===== src/rtl/fetch_queue_unit.sv =====
// Instruction fetch queue: owns the PC, issues credit-limited in-order requests to
// instruction memory and buffers PC-tagged responses for decode. Optional macro: FETCH_PERF_EN.
module fetch_queue_unit #(
    parameter int              XLEN     = 32,
    parameter logic [XLEN-1:0] RESET_PC = '0,
    parameter int              FQ_DEPTH = 4
) (
    input  logic            clk,
    input  logic            rst,
    input  logic            redirect,
    input  logic [XLEN-1:0] redirect_pc,
    output logic            imem_req_valid,
    input  logic            imem_req_ready,
    output logic [XLEN-1:0] imem_req_addr,
    input  logic            imem_rsp_valid,
    input  logic [XLEN-1:0] imem_rsp_data,
    output logic            inst_valid,
    input  logic            inst_ready,
    output logic [XLEN-1:0] inst_out,
    output logic [XLEN-1:0] pc_out
`ifdef FETCH_PERF_EN
    ,
    output logic [31:0]     perf_issued,
    output logic [31:0]     perf_dropped,
    output logic [31:0]     perf_starve
`endif
);

    localparam int PW = $clog2(FQ_DEPTH);
    localparam int CW = PW + 1;

    logic [XLEN-1:0] pc;
    logic [CW-1:0]   fifo_count;
    logic [CW-1:0]   outstanding;
    logic [CW-1:0]   drop;
    logic [PW-1:0]   fifo_wr;
    logic [PW-1:0]   fifo_rd;
    logic [PW-1:0]   infl_wr;
    logic [PW-1:0]   infl_rd;

    logic [XLEN-1:0] fifo_inst [FQ_DEPTH];
    logic [XLEN-1:0] fifo_pc   [FQ_DEPTH];
    logic [XLEN-1:0] infl_pc   [FQ_DEPTH];

    logic [CW-1:0]   credits_used;
    logic            req_fire;
    logic            rsp_push;
    logic            rsp_drop;
    logic            pop;
    logic            unused_redirect_lsb;

    assign unused_redirect_lsb = ^redirect_pc[1:0];

    // Credits cover both buffered and in-flight entries, so a response always finds a FIFO slot.
    assign credits_used   = fifo_count + outstanding;
    assign imem_req_valid = !rst && !redirect && (credits_used < CW'(FQ_DEPTH));
    assign imem_req_addr  = pc;
    assign req_fire       = imem_req_valid && imem_req_ready;

    // Responses in a redirect cycle, or owed to a previous redirect, are discarded.
    assign rsp_drop = imem_rsp_valid && (redirect || (drop != '0));
    assign rsp_push = imem_rsp_valid && !redirect && (drop == '0);

    assign inst_valid = (fifo_count != '0);
    assign pop        = inst_valid && inst_ready;

    // NOTE: storage arrays carry no reset; the head outputs are gated by valid instead.
    assign inst_out = inst_valid ? fifo_inst[fifo_rd] : '0;
    assign pc_out   = inst_valid ? fifo_pc[fifo_rd]   : '0;

    always_ff @(posedge clk or posedge rst) begin
        if (rst) begin
            pc          <= RESET_PC;
            fifo_count  <= '0;
            outstanding <= '0;
            drop        <= '0;
            fifo_wr     <= '0;
            fifo_rd     <= '0;
            infl_wr     <= '0;
            infl_rd     <= '0;
        end else begin
            // NOTE: all state updates use non-blocking assignments so every read sees pre-edge values.
            outstanding <= outstanding + CW'(req_fire) - CW'(imem_rsp_valid);
            if (redirect) begin
                pc         <= {redirect_pc[XLEN-1:2], 2'b00};
                fifo_count <= '0;
                fifo_wr    <= '0;
                fifo_rd    <= '0;
                infl_wr    <= '0;
                infl_rd    <= '0;
                drop       <= outstanding - CW'(imem_rsp_valid);
            end else begin
                if (req_fire) begin
                    pc      <= pc + XLEN'(4);
                    infl_wr <= infl_wr + 1'b1;
                end
                if (rsp_push) begin
                    infl_rd <= infl_rd + 1'b1;
                    fifo_wr <= fifo_wr + 1'b1;
                end
                if (pop) begin
                    fifo_rd <= fifo_rd + 1'b1;
                end
                fifo_count <= fifo_count + CW'(rsp_push) - CW'(pop);
                if (rsp_drop) begin
                    drop <= drop - 1'b1;
                end
            end
        end
    end

    always_ff @(posedge clk) begin
        if (req_fire) begin
            infl_pc[infl_wr] <= pc;
        end
        if (rsp_push) begin
            fifo_inst[fifo_wr] <= imem_rsp_data;
            fifo_pc[fifo_wr]   <= infl_pc[infl_rd];
        end
    end

`ifdef FETCH_PERF_EN
    function automatic logic [31:0] sat_inc(input logic [31:0] value, input logic en);
        return (en && (value != '1)) ? value + 32'd1 : value;
    endfunction

    always_ff @(posedge clk or posedge rst) begin
        if (rst) begin
            perf_issued  <= '0;
            perf_dropped <= '0;
            perf_starve  <= '0;
        end else begin
            perf_issued  <= sat_inc(perf_issued, req_fire);
            perf_dropped <= sat_inc(perf_dropped, rsp_drop);
            perf_starve  <= sat_inc(perf_starve, inst_ready && !inst_valid);
        end
    end
`endif

endmodule


===== config.mk =====
export PLATFORM = sky130hd
export DESIGN_NAME = fetch_queue_unit
export DESIGN_NICKNAME = d
export VERILOG_FILES = /design/src/rtl/fetch_queue_unit.sv
export SDC_FILE = /design/constraint.sdc
export NUM_CORES = 1
export LEC_CHECK = 0
export ABC_AREA = 1
export CAP_MARGIN = 20
export CORE_ASPECT_RATIO = 2
export CORE_MARGIN = 2
export CORE_UTILIZATION = 30
export CTS_CLUSTER_SIZE = 20
export DETAILED_ROUTE_END_ITERATION = 10
export GPL_TIMING_DRIVEN = 0
export HOLD_SLACK_MARGIN = 0.12
export PLACE_DENSITY = 0.54
export SYNTH_ARGS = -nofsm -noshare
export SYNTH_HDL_FRONTEND = slang
export SYNTH_SLANG_ARGS = --single-unit
export TNS_END_PERCENT = 100

===== constraint.sdc =====
create_clock -name clk -period 3.95 [get_ports clk]
set_clock_uncertainty 0.2 [all_clocks]
set_input_delay 0.79 -clock clk [delete_from_list [all_inputs] [get_ports clk]]
set_output_delay 0.79 -clock clk [all_outputs]
set_load 0.01 [all_outputs]

After elaboration in Yosys (flattened, before gate mapping)
Memory sizes are Yosys's and may differ from the RTL's.
Cells that the tools add are included.

cells by class
  $add $sub $neg = 12
  multipliers = 0
  div/mod/pow operators = 0
  magnitude comparators = 1
  eq/ne operators = 0
  shift operators = 0
  multiplexer cells = 19
  bitwise gates (word level) = 0
  reductions and logical operators = 17

operators with widths
  operator                                                            count
  32-bit 2-to-1 mux                                                   4
  32-bit by 3-bit adder with 32-bit output, second input constant     1
  2-bit 2-to-1 mux                                                    8
  3-bit 2-to-1 mux                                                    3
  3-bit by 1-bit subtractor with 3-bit output                         3
  2-bit by 1-bit adder with 2-bit output, second input constant       4
  2-bit nonzero test                                                  4
  1-bit logical AND                                                   7
  3-bit by 1-bit adder with 3-bit output                              2
  3-bit nonzero test                                                  2
  1-bit 2-to-1 mux                                                    4
  3-bit adder                                                         1
  3-bit logical NOT                                                   1
  3-bit less-than comparator, second input constant                   1
  3-bit by 1-bit subtractor with 3-bit output, second input constant  1
  1-bit logical NOT                                                   2
  1-bit logical OR                                                    1

storage, ports and cells
  bits in registers = 49
  latch bits = 0
  memory bits (writable) = 384
  ROM bits = 0
  input port bits = 70
  output and inout bits = 98
  word-level logic and storage cells = 60
  memories kept = 3

memories
  name       words  bits a word  rd ports  clocked after Yosys merged registers in  wr ports  line  RTL
  fifo_inst  4      32           1         0                                        1         41    logic [XLEN-1:0] fifo_inst [FQ_DEPTH];
  fifo_pc    4      32           1         0                                        1         42    logic [XLEN-1:0] fifo_pc [FQ_DEPTH];
  infl_pc    4      32           1         0                                        1         43    logic [XLEN-1:0] infl_pc [FQ_DEPTH];

Longest topological paths before layout
Gate-level depths: netlist of the first run.

  depth in word-level cells = 6
  mapped depth = 13
  depth with buffers taken out = 12

Worst setup path after synthesis of the first run
OpenSTA, ideal clock, no wires.

  kind = input-to-reg
  start = input redirect
  end = memory fifo_inst[0][0] (enable)
  arrival time = 3.739 ns
  required time = 3.268 ns
  path slack = -0.471 ns
  stages = 3
  cell sequence = inv_1 nand4_2 nor2_1

on the way
  longest elaborated chain between the ends = 5

ends and longest elaborated chain
  what                                    line  RTL
  from (decl)                             10    input logic redirect,
  1-bit logical NOT                       62    assign rsp_push = imem_rsp_valid && !redirect && (drop == '0);
  1-bit logical AND (2 in series)         62
  1-bit 2-to-1 mux                        116   if (rsp_push) begin
  1-bit 2-to-1 mux (not written as such)  117   fifo_inst[fifo_wr] <= imem_rsp_data;
  to (decl)                               41

No other way between the ends.

Worst setup path after layout of the first run
  start = register fifo_rd[0]
  end = output inst_out[9]

on the way
  longest elaborated chain between the ends = 2

ends and longest elaborated chain
  what                    line  RTL
  from (decl)             37    logic [PW-1:0] fifo_rd;
  from (signal assigned)  102   fifo_rd <= fifo_rd + 1'b1;
  memory 4 x 32 bit       --
  32-bit 2-to-1 mux       68    assign inst_out = inst_valid ? fifo_inst[fifo_rd] : '0;
  to (decl)               19    output logic [XLEN-1:0] inst_out,

No other way between the ends.

==> summary.txt, run 1 <==
GRT
  – First-pass GRT wire length: 72.47 mm
  – Total track usage: 0.1598
  – Vias in the first global route: 12,400
  – Initial antenna violation count: 1
  – Gr busiest metal: met2
  – Met3 usage: 0.02227
  – Met2 Use GR: 0.3156
  – GRT met1 Usage: 0.1631
  – Largest net degree at the start of global routing: 31
  – Overflow after GRT: 0

Placed design
  – Post-DP Area: 20,270 um2
  – Port Buffers: 161
  – Final GP Congestion: 0.7987
  – HPWL after DPL: 33.81 mm

Timing
  – Final period util: 0.9741
  – Fmax: roughly 260 MHz
  – Max transition margin: 0.5071
  – Tmin final: 3848 ps
  – Fin. Hold Viols: 0
  – Setup violators final: 0
  – RSZ-0062 raised after global routing: true
  – WHS: 345.7 ps
  – Slew Limit Fails: 0
  – Slew @ Worst Pin: 737.7 ps

Final layout
  – Filler cells: 5,446
  – Layout cells sized above 1: 0.08479
  – Fin area: around 22,000 um2
  – Area of the multi-input gates: ~4600 um2
  – Synth-to-Final Area Change: 24.56%
  – Highest-count cells in the layout ignoring fill and taps: 368 x edfxtp_1, 347 x nor2_1, 204 x o21ai_0
  – ANT cells: 0
  – Commonest non-fill, non-tap cell in the layout: edfxtp_1
  – Layout Nets: roughly 1,800
  – Storage element area: 12,230 um2

Synth
  – #FFs+latches synth: about 420
  – Synth cell types: 34
  – Gate Count Post-Synth: 1,523
  – Syn avg cell area: 11.39 um2
  – Yosys warning count: 0
  – Post-synthesis sequential area ratio: 0.7046
  – Mapped Area: 17,350 um2

Die
  – # rows: 124
  – Die W: 174.1 um
  – Die ar.: 59,890 um2
  – Core Box Area: around 57,000 um2
  – Die H: 344.1 um
  – Initial Util: 0.3031
  – Io pins: 168

Drt
  – WL final: 48.55 mm
  – DR vias: 11,960
  – Drc violations: 0
  – DRT iter0 DRCs: 729
  – Post-route antenna net violation count: 0
  – DR WL/cell: 19.23 um
  – Via density: about 4.7
  – Pre-Repair DR Iteration Count: 5

Critical path
  – Worst setup EP type: output pin
  – Crit-path max cell delay: 620 ps
  – Setup crit start kind: flip-flop
  – Critical Path RT: 2960 ps
  – Worst reg2reg endpoint: outstanding[2]
  – WP data arrival: roughly 2900 ps
  – Worst reg2reg path depth: 13
  – Max FO, Critical Path: 10
  – R2r startpoint: fifo_count[1]
  – Slowest cell on the critical path: clkdlybuf4s50_1
  – Worst reg-to-reg setup slack: 900 ps
  – Crit Path Class: reg -> out
  – CP cell instances: buf_4 > clkinv_2 > clkbuf_1 > o21ai_0 > a21oi_1 > clkdlybuf4s50_1

Hold path
  – Hold Path Depth: 1
  – Hold worst-path end: outstanding[0]
  – Hold Crit Class: reg -> reg
  – Hold Crit Start: outstanding[0]

CTS
  – Clk root buf: clkbuf_16
  – CTS tree: done
  – CTS sink cnt: 415
  – H-tree levels: 2
  – Num CTS Buffers: 38
  – Setup bufs post-CTS: 0
  – Clock tree buffer depth: 3
  – Clock transition at the registers of the reported paths: 60 ps
  – Cts hold-fix bufs: 0
  – Clock Latency Late Sink: roughly 530 ps

Pwr
  – Cell leakage power: between 7 and 8 nW
  – PwrDens: ~600 nW/um2
  – Worst vdd ir: 269.5 uV

Job
  – Max cap viols: 0

Outcome
  – Status: finished, final reports clean
report_power, final:
group          internal (W)  leakage (nW)  switching (W)
sequential          0.00516          3.91       0.000274
combinational       0.00152          3.09        0.00231
clock               0.00219         0.624        0.00160
total               0.00888          7.62        0.00419
kinds of logic after synthesis:
logic type	share of synthesized area
other cells	0.0002161
simple gates	0.1465
compound gates	0.09057
xor+xnor	0.007067
flops	0.7046
buf+inv	0.03576
fa+ha+maj	0.01529
area by class of cell:
type                            instances  area share
Buffer                                 82     0.01881
Clock buffer                           47     0.04747
Clock inverter                         22     0.01193
Inverter                               64     0.01117
Multi-Input combinational cell        965      0.2129
Sequential cell                       415      0.5657
Tap cell                              756     0.04377
Timing Repair Buffer                  174     0.08823
worst max-delay path: cells and delay by family, from the launching register on:
| family | cells | cell delay (ps) |
|---|---|---|
| DFF | 1 | 360 |
| buffers and inverters | 4 | 1440 |
| AOI/OAI and AO/OA | 2 | 520 |
timing repair:
action | in CTS | in global routing
resized for setup | 19 | 10
setup endpoints to repair | 44 | 24
cloned | 0 | 0
how the worst max path moves through the flow:
stage | startpoint | end | slack [ps] | cells past startpoint
floorplan | redirect | fifo_inst[0][0] | -470 | 3
global placement | redirect | fifo_inst[3][25] | -3790 | 4
detailed placement | redirect | fifo_inst[2][25] | 100 | 6
CTS | fifo_count[1] | pc_out[9] | 3 | 6
global route | fifo_count[1] | inst_out[9] | -50 | 6
finish | fifo_rd[0] | inst_out[9] | 100 | 6
synthesized netlist by cell type:
library cell / number / share of area
edfxtp_1: 368 / 0.64
nor2_1: 355 / 0.077
o21ai_0: 204 / 0.059
nand2_1: 169 / 0.037
nand3_1: 75 / 0.022
a21oi_1: 68 / 0.020
inv_1: 59 / 0.013
dfrtp_1: 47 / 0.068
clkbuf_1: 46 / 0.010
o22ai_1: 30 / 0.011
buf_2: 21 / 0.0061
ha_1: 18 / 0.013
nor2_2: 7 / 0.0025
xnor2_1: 7 / 0.0035
xor2_1: 7 / 0.0035
buf_1: 6 / 0.0013
buf_4: 6 / 0.0026
buf_6: 3 / 0.0019
inv_2: 3 / 0.00065
nand2_2: 3 / 0.0011
nor2_4: 3 / 0.0019
fa_1: 2 / 0.0023
nand2_4: 2 / 0.0013
nand3_2: 2 / 0.0012
nand4_1: 2 / 0.00072
o21bai_1: 2 / 0.00087
and2_1: 1 / 0.00036
clkinv_1: 1 / 0.00022
clkinv_2: 1 / 0.00029
conb_1: 1 / 0.00022
nand3b_1: 1 / 0.00043
nand4_2: 1 / 0.00072
nand4_4: 1 / 0.0012
o211ai_1: 1 / 0.00043
registers in the layout (all words and copies together) (netlist names):
signal	cells
fifo_inst	128
fifo_pc	120
fifo_count	3
infl_rd	2
outstanding	3
fifo_wr	2
fifo_rd	2
infl_pc	120
drop	3
infl_wr	2
imem_req_addr	30
stage by stage:
| stage | cells | setup WS, ps | total power, W | TNS (ps) | util |
|---|---|---|---|---|---|
| 3_3_place_gp | 2443 | -3795 | 0.009318 | -1070210 | 0.3480 |
| 4_1_cts | 2525 | 2.563 | 0.01324 | 0 | 0.3773 |
| 2_1_floorplan | 1526 | -471.5 | 0.007279 | -116930 | - |
| 5_1_grt | 2525 | -45.13 | 0.01368 | -133.9 | 0.3775 |
| 6_report | 2525 | 102.2 | 0.01307 | 0 | 0.3775 |
| 3_5_place_dp | 2456 | 97.44 | 0.009395 | 0 | 0.3541 |
per-layer routing:
layer | wire length, um | up-vias
li1 | - | 5727
met3 | 2258 | 109
met2 | 26480 | 404
met1 | 17720 | 5716
met5 | 12 | -
met4 | 2070 | 2
No activity file was read; power rests on OpenSTA's default activity.
==> run 2: changes to the inputs <==
Settings changed: CTS_BUF_LIST set to sky130_fd_sc_hd__clkbuf_8 sky130_fd_sc_hd__clkbuf_16, RECOVER_POWER set to 25.
==> summary.txt, run 2 (synthesis results as in run 1) <==
Critical path
  – CP cell instances: buf_4 > clkinv_2 > clkbuf_1 > o21ai_0 > a21oi_1 > clkdlybuf4s50_1
  – R2r startpoint: fifo_count[1]
  – CP delay by family, top: buffers and inverters
  – WP data arrival: 2860 ps (about the same)
  – Crit Path Class: reg -> out
  – Worst Path Buf+Inv: 4 (unchanged)
  – Slowest cell on the critical path: clkdlybuf4s50_1
  – Critical Path Source: fifo_rd[0]
  – Crit-path max cell delay: 620 ps (about the same)
  – Setup crit start kind: flip-flop
  – Max FO, Critical Path: 10 (unchanged)
  – Critical Path RT: 2960 ps (about the same)
  – Worst setup EP type: output pin

Final layout
  – Commonest non-fill, non-tap cell in the layout: edfxtp_1
  – Layout cells sized above 1: 0.08423 (-0.0005653)
  – Biggest regs: fifo_inst (128), fifo_pc (120), infl_pc (120)
  – Synth-to-Final Area Change: 24.56% (unchanged)
  – ANT cells: 0 (unchanged)
  – Biggest register: fifo_inst
  – Max reg flops: 128 (unchanged)
  – Layout Nets: 1,830 (unchanged)
  – Highest-count cells in the layout ignoring fill and taps: 368 x edfxtp_1, 347 x nor2_1, 204 x o21ai_0

Drt
  – Pre-Repair DR Iteration Count: 5 (unchanged)
  – Post-route antenna net violation count: 0 (unchanged)
  – Drc violations: 0 (unchanged)
  – DR vias: 11,970 (+0.10%)
  – DR WL/cell: 19.26 um (+0.18%)
  – WL final: 48.63 mm (+0.18%)
  – DRT iter0 DRCs: 732 (+0.41%)
  – Via density: 4.741 (+0.10%)

GRT
  – Initial antenna violation count: 1 (unchanged)
  – Overflow after GRT: 0 (unchanged)
  – Largest net degree at the start of global routing: 31 (unchanged)
  – Vias in the first global route: 12,400 (+0.0081%)
  – First-pass GRT wire length: 72.48 mm (about the same)
  – Total track usage: 0.1598 (unchanged)

Timing
  – Tmin final: 3850 ps (+2.197 ps)
  – TNS Setup: 0 ps (unchanged)
  – Fin. Hold Viols: 0 (unchanged)
  – Slew Limit Fails: 0 (unchanged)
  – Fmax: 259.7 MHz (about the same)
  – Setup WS post-layout: 100.0 ps (-2.197 ps)
  – Setup violators final: 0 (unchanged)
  – Slew @ Worst Pin: 793.8 ps (+56.11 ps)
  – RSZ-0062 raised after global routing: true
  – Max transition margin: 0.4702 (-0.03682)
  – Final period util: 0.9747 (about the same)

Pwr
  – Cell leakage power: 7.652 nW (+0.43%)
  – PwrDens: 604.1 nW/um2 (about the same)
  – Worst vdd ir: 269.7 uV (about the same)

CTS
  – Clock tree buffer depth: 3 (unchanged)
  – Clk root buf: clkbuf_16
  – CTS tree: done
  – CTS sink cnt: 415 (unchanged)
  – Setup bufs post-CTS: 0 (unchanged)
  – Clock Latency Late Sink: 530 ps (about the same)
  – Clock transition at the registers of the reported paths: 60 ps (about the same)
  – Num CTS Buffers: 38 (unchanged)
  – H-tree levels: 2 (unchanged)

Placed design
  – HPWL after DPL: 33.81 mm (unchanged)
  – Port Buffers: 161 (unchanged)
  – Final GP Congestion: 0.7987 (unchanged)
  – Post-placement setup slack: 97.44 ps (unchanged)

Die
  – Die W: 174.1 um (unchanged)
  – Initial Util: 0.3031 (unchanged)
  – Core Box Area: 57,250 um2 (unchanged)
  – Die H: 344.1 um (unchanged)
  – Io pins: 168 (unchanged)
  – Die ar.: 59,890 um2 (unchanged)
  – # rows: 124 (unchanged)

Hold path
  – Hold Crit Class: reg -> reg
  – Hold Crit Start: outstanding[0]

Job
  – Max cap viols: 0 (unchanged)

Outcome
  – Status: finished, final reports clean
-- run 2: report_power, final --
| part | internal, W | switching (W) | total (W) | leakage, nW |
|---|---|---|---|---|
| logic | 0.00152 | 0.00231 | 0.00383 | 3.09 |
| clock network | 0.00218 | 0.00161 | 0.00379 | 0.649 |
| registers | 0.00516 | 0.000274 | 0.00544 | 3.91 |
-- run 2: timing repair --
| action | in CTS | in global routing |
|---|---|---|
| gates resized for setup | 19 | 10 |
| pin swaps | 0 | 0 |
| hold buffers | 0 | 0 |
| setup endpoints to repair | 44 | 24 |
-- run 2: final timing paths --
kind / end / slack, ps / cells after the start
setup / recovery: inst_out[9] / 100 / 6
hold / removal: outstanding[0] / 350 / 1
setup reg to reg: outstanding[2] / 900 / 13
hold reg to reg: outstanding[0] / 350 / 1
max in group asynchronous: imem_req_addr[26] / 2240 / 3
min in group asynchronous: imem_req_addr[17] / 660 / 2
-- run 2: area by class of cell --
cell class / count / area [um2]
plain buffers: 82 / 406.6
well taps: 756 / 945.9
flip-flops and latches: 415 / 12230
inverters: 64 / 241.5
repair buffers: 174 / 1907
fillers: 5446 / 35640
clock inverters: 28 / 280.3
multi-input cells: 965 / 4602
clock buffers: 41 / 1003
-- run 2: layer usage --
layer  vias up  global-route usage  routed length [um]
met4         2             0.07686                2063
met3       108             0.02227                2196
met1      5726              0.1631               17890
li1       5728                   -                   -
met5         -                   0                  12
met2       406              0.3156               26470
-- run 2: stage by stage --
stage               hold WS [ps]  power [W]  std cells  cell area [um2]    util
floorplan                  301.1   0.007279       1526            17360       -
global placement           326.7   0.009318       2443            19920  0.3480
detailed placement         340.2   0.009395       2456            20270  0.3541
CTS                        355.8    0.01322       2525            21600  0.3773
global route               390.8    0.01366       2525            21610  0.3775
finish                     345.7    0.01306       2525            21610  0.3775
==> run 3: changes to the inputs <==
Settings changed: ABC_AREA 1 to not set, CTS_CLUSTER_SIZE 20 to 24.
==> summary.txt, run 3 <==
Synth
  – Most frequent cells after synthesis: 368 x edfxtp_1, 92 x mux4_2, 68 x and2_1, 47 x dfrtp_1, 38 x nand2_1
  – #FFs+latches synth: 415 (unchanged)
  – Mapped Area: 16,580 um2 (-4.4%)
  – Synth top area share: 0.6664 (+0.02955)
  – Top-count cell post-synth: edfxtp_1
  – Yosys warning count: 0 (unchanged)
  – Async SR Flop Fraction: 0.1133 (unchanged)
  – Gate Count Post-Synth: 875 (-43%)
  – Top post-synthesis cells by area: edfxtp_1 67%, mux4_2 12%, dfrtp_1 7.1%
  – Number of flops mapped to enable cells by yosys: 368 (unchanged)
  – Post-synthesis sequential area ratio: 0.7373 (+0.03270)
  – Top cell type by total area after synthesis: edfxtp_1
  – Synth cell types: 46 (+35%)
  – Commonest register cell after synthesis: edfxtp_1
  – Syn avg cell area: 18.95 um2 (+66%)

Drt
  – Pre-Repair DR Iteration Count: 5 (unchanged)
  – DR vias: 8,641 (-28%)
  – Via density: 4.841 (+2.1%)
  – DR WL/cell: 21.57 um (+12%)
  – Post-route antenna net violation count: 0 (unchanged)
  – DRT iter0 DRCs: 453 (-38%)
  – Drc violations: 0 (unchanged)
  – WL final: 38.50 mm (-21%)

Die
  – Initial Util: 0.3042 (+0.001161)
  – Die W: 170.2 um (-2.2%)
  – Die ar.: 57,280 um2 (-4.4%)
  – Io pins: 168 (unchanged)
  – Die H: 336.5 um (-2.2%)
  – Core Box Area: 54,500 um2 (-4.8%)
  – # rows: 121 (-2.4%)

Final layout
  – Area of the multi-input gates: 4145 um2 (-9.9%)
  – Max reg flops: 128 (unchanged)
  – Storage element area: 12,230 um2 (about the same)
  – Synth-to-Final Area Change: 23.29%
  – Filler cells: 5,093 (-6.5%)
  – Biggest regs: fifo_inst (128), fifo_pc (120), infl_pc (120)
  – Commonest non-fill, non-tap cell in the layout: edfxtp_1
  – Layout Nets: 1,172 (-36%)
  – Layout Cells excl Fill: 1,785 (-29%)
  – ANT cells: 0 (unchanged)
  – Layout cells sized above 1: 0.1704 (+0.08620)
  – Highest-count cells in the layout ignoring fill and taps: 368 x edfxtp_1, 132 x clkdlybuf4s50_1, 92 x mux4_2
  – Fin util: 0.3751 (-0.002409)
  – Biggest register: fifo_inst

Timing
  – Tmin final: 3812 ps (-38.18 ps)
  – Slew @ Worst Pin: 878.7 ps (+84.89 ps)
  – RSZ-0062 raised after global routing: false
  – Setup violators final: 0 (unchanged)
  – WHS: 381.5 ps (+35.83 ps)
  – Fmax: 262.3 MHz (+1.0%)
  – TNS Setup: 0 ps (unchanged)
  – Slew Limit Fails: 0 (unchanged)
  – Max transition margin: 0.4142 (-0.05601)
  – Final period util: 0.9650 (-0.009667)
  – Fin. Hold Viols: 0 (unchanged)

Hold path
  – Hold Crit Class: reg -> reg
  – Hold Path Depth: 1 (unchanged)
  – Hold worst-path end: outstanding[0]
  – Hold Crit Start: outstanding[0]

CTS
  – Clock tree buffer depth: 3 (unchanged)
  – Clock Latency Late Sink: 560 ps (+30 ps)
  – H-tree levels: 2 (unchanged)
  – Clock transition at the registers of the reported paths: 60 ps (about the same)
  – CTS tree: done
  – Setup bufs post-CTS: 0 (unchanged)
  – Clk root buf: clkbuf_16
  – CTS sink cnt: 415 (unchanged)
  – Num CTS Buffers: 39 (+2.6%)

Critical path
  – Worst reg-to-reg setup slack: 320 ps (-580 ps)
  – Worst reg2reg path depth: 12 (-1)
  – R2r startpoint: fifo_count[1]
  – Max FO, Critical Path: 10 (unchanged)
  – Worst reg2reg endpoint: outstanding[2]
  – Crit Path Class: in -> out
  – WP data arrival: 2820 ps (-40 ps)
  – Worst setup EP type: output pin
  – Critical Path RT: 2960 ps (about the same)
  – Setup crit start kind: input pin

GRT
  – Largest net degree at the start of global routing: 33 (+6.5%)
  – Total track usage: 0.1370 (-0.02282)
  – Initial antenna violation count: 1 (unchanged)
  – Overflow after GRT: 0 (unchanged)
  – Vias in the first global route: 9,510 (-23%)
  – First-pass GRT wire length: 58.11 mm (-20%)

Placed design
  – Port Buffers: 160 (-0.62%)
  – Final GP Congestion: 0.8169 (+2.3%)
  – Dpl cells: 1,720 (-30%)
  – HPWL after DPL: 26.15 mm (-23%)

Pwr
  – PwrDens: 595.6 nW/um2 (-1.4%)
  – Worst vdd ir: 307.3 uV (+14%)
  – Cell leakage power: 6.660 nW (-13%)

Job
  – Max cap viols: 0 (unchanged)

Outcome
  – Status: finished, final reports clean
==> run 3: cell types whose count changed in the layout (fill, tap and decap cells not counted), sizes merged, moves of 19 or more <==
| cell | change |
|---|---|
| a21oi | -65 |
| and2 | +67 |
| buf | -29 |
| clkbuf | -19 |
| inv | -37 |
| mux4 | +92 |
| nand2 | -136 |
| nand3 | -56 |
| nor2 | -343 |
| o21ai | -185 |
| o22ai | -29 |
==> run 3: layout make-up <==
type / count / share of cell area
Buffer: 41 / 0.009853
Clock buffer: 41 / 0.04963
Clock inverter: 27 / 0.01083
Inverter: 19 / 0.003488
Multi-Input combinational cell: 400 / 0.2028
Sequential cell: 415 / 0.5981
Tap cell: 676 / 0.04137
Timing Repair Buffer: 166 / 0.08397
==> run 3: routing by layer <==
metal	global-route usage	share of wire	up-vias	wire, um
li1	-	-	3859	-
met3	0.02078	0.042	86	1636
met5	0	0	-	0
met4	0.05983	0.040	0	1521
met2	0.2605	0.54	271	20980
met1	0.1483	0.37	4425	14370
==> run 3: kinds of logic (layout without fill, tap and decap cells) <==
group | after synthesis | in the layout | share of synthesized area
AOI/OAI and AO/OA | 42 | 42 | 0.01607
DFF | 415 | 415 | 0.7373
buffers and inverters | 63 | 294 | 0.01577
adders and majority gates | 20 | 20 | 0.01600
xor gates and xnor gates | 32 | 32 | 0.01735
muxes | 96 | 96 | 0.1275
and+or+nand+nor | 206 | 206 | 0.06972
other | 1 | 4 | 0.0002261
==> run 3: worst max path at each step <==
stage	from	end	slack, ps
CTS	fifo_rd[0]	pc_out[2]	4
global route	fifo_rd[0]	inst_out[12]	9
floorplan	redirect	fifo_inst[0][0]	470
global placement	imem_rsp_valid	fifo_inst[0][29]	-1680
detailed placement	rst	outstanding[2]	-180
finish	redirect	imem_req_valid	140
==> run 3: worst max-delay path: stages <==
cell and delay [ps]:
clkbuf_1 320, clkbuf_1 540, clkbuf_1 530, nor3_1 120
clkdlybuf4s50_1 510
==> run 3: where the power goes <==
part | total (W) | internal [W] | switching [W]
combinational | 0.00318 | 0.00163 | 0.00155
sequential | 0.00533 | 0.00511 | 0.000223
clock | 0.00367 | 0.00201 | 0.00166
==> run 3: through the flow <==
step	total power [W]	cell area, um2	worst slack, ps
after floorplan	0.007113	16590	473.3
after global placement	0.008596	19040	-1684
after detailed placement	0.008671	19170	-181.2
after CTS	0.01241	20420	4.210
after global routing	0.01280	20440	8.908
final	0.01218	20440	138.2
==> run 3: timing repair <==
| action | 4_1_cts | 5_1_grt |
|---|---|---|
| hold buffers | 0 | 0 |
| pin swaps | 0 | 1 |
| gates resized for setup | 11 | 7 |
| setup endpoints to repair | 60 | 34 |
| cloned | 0 | 0 |
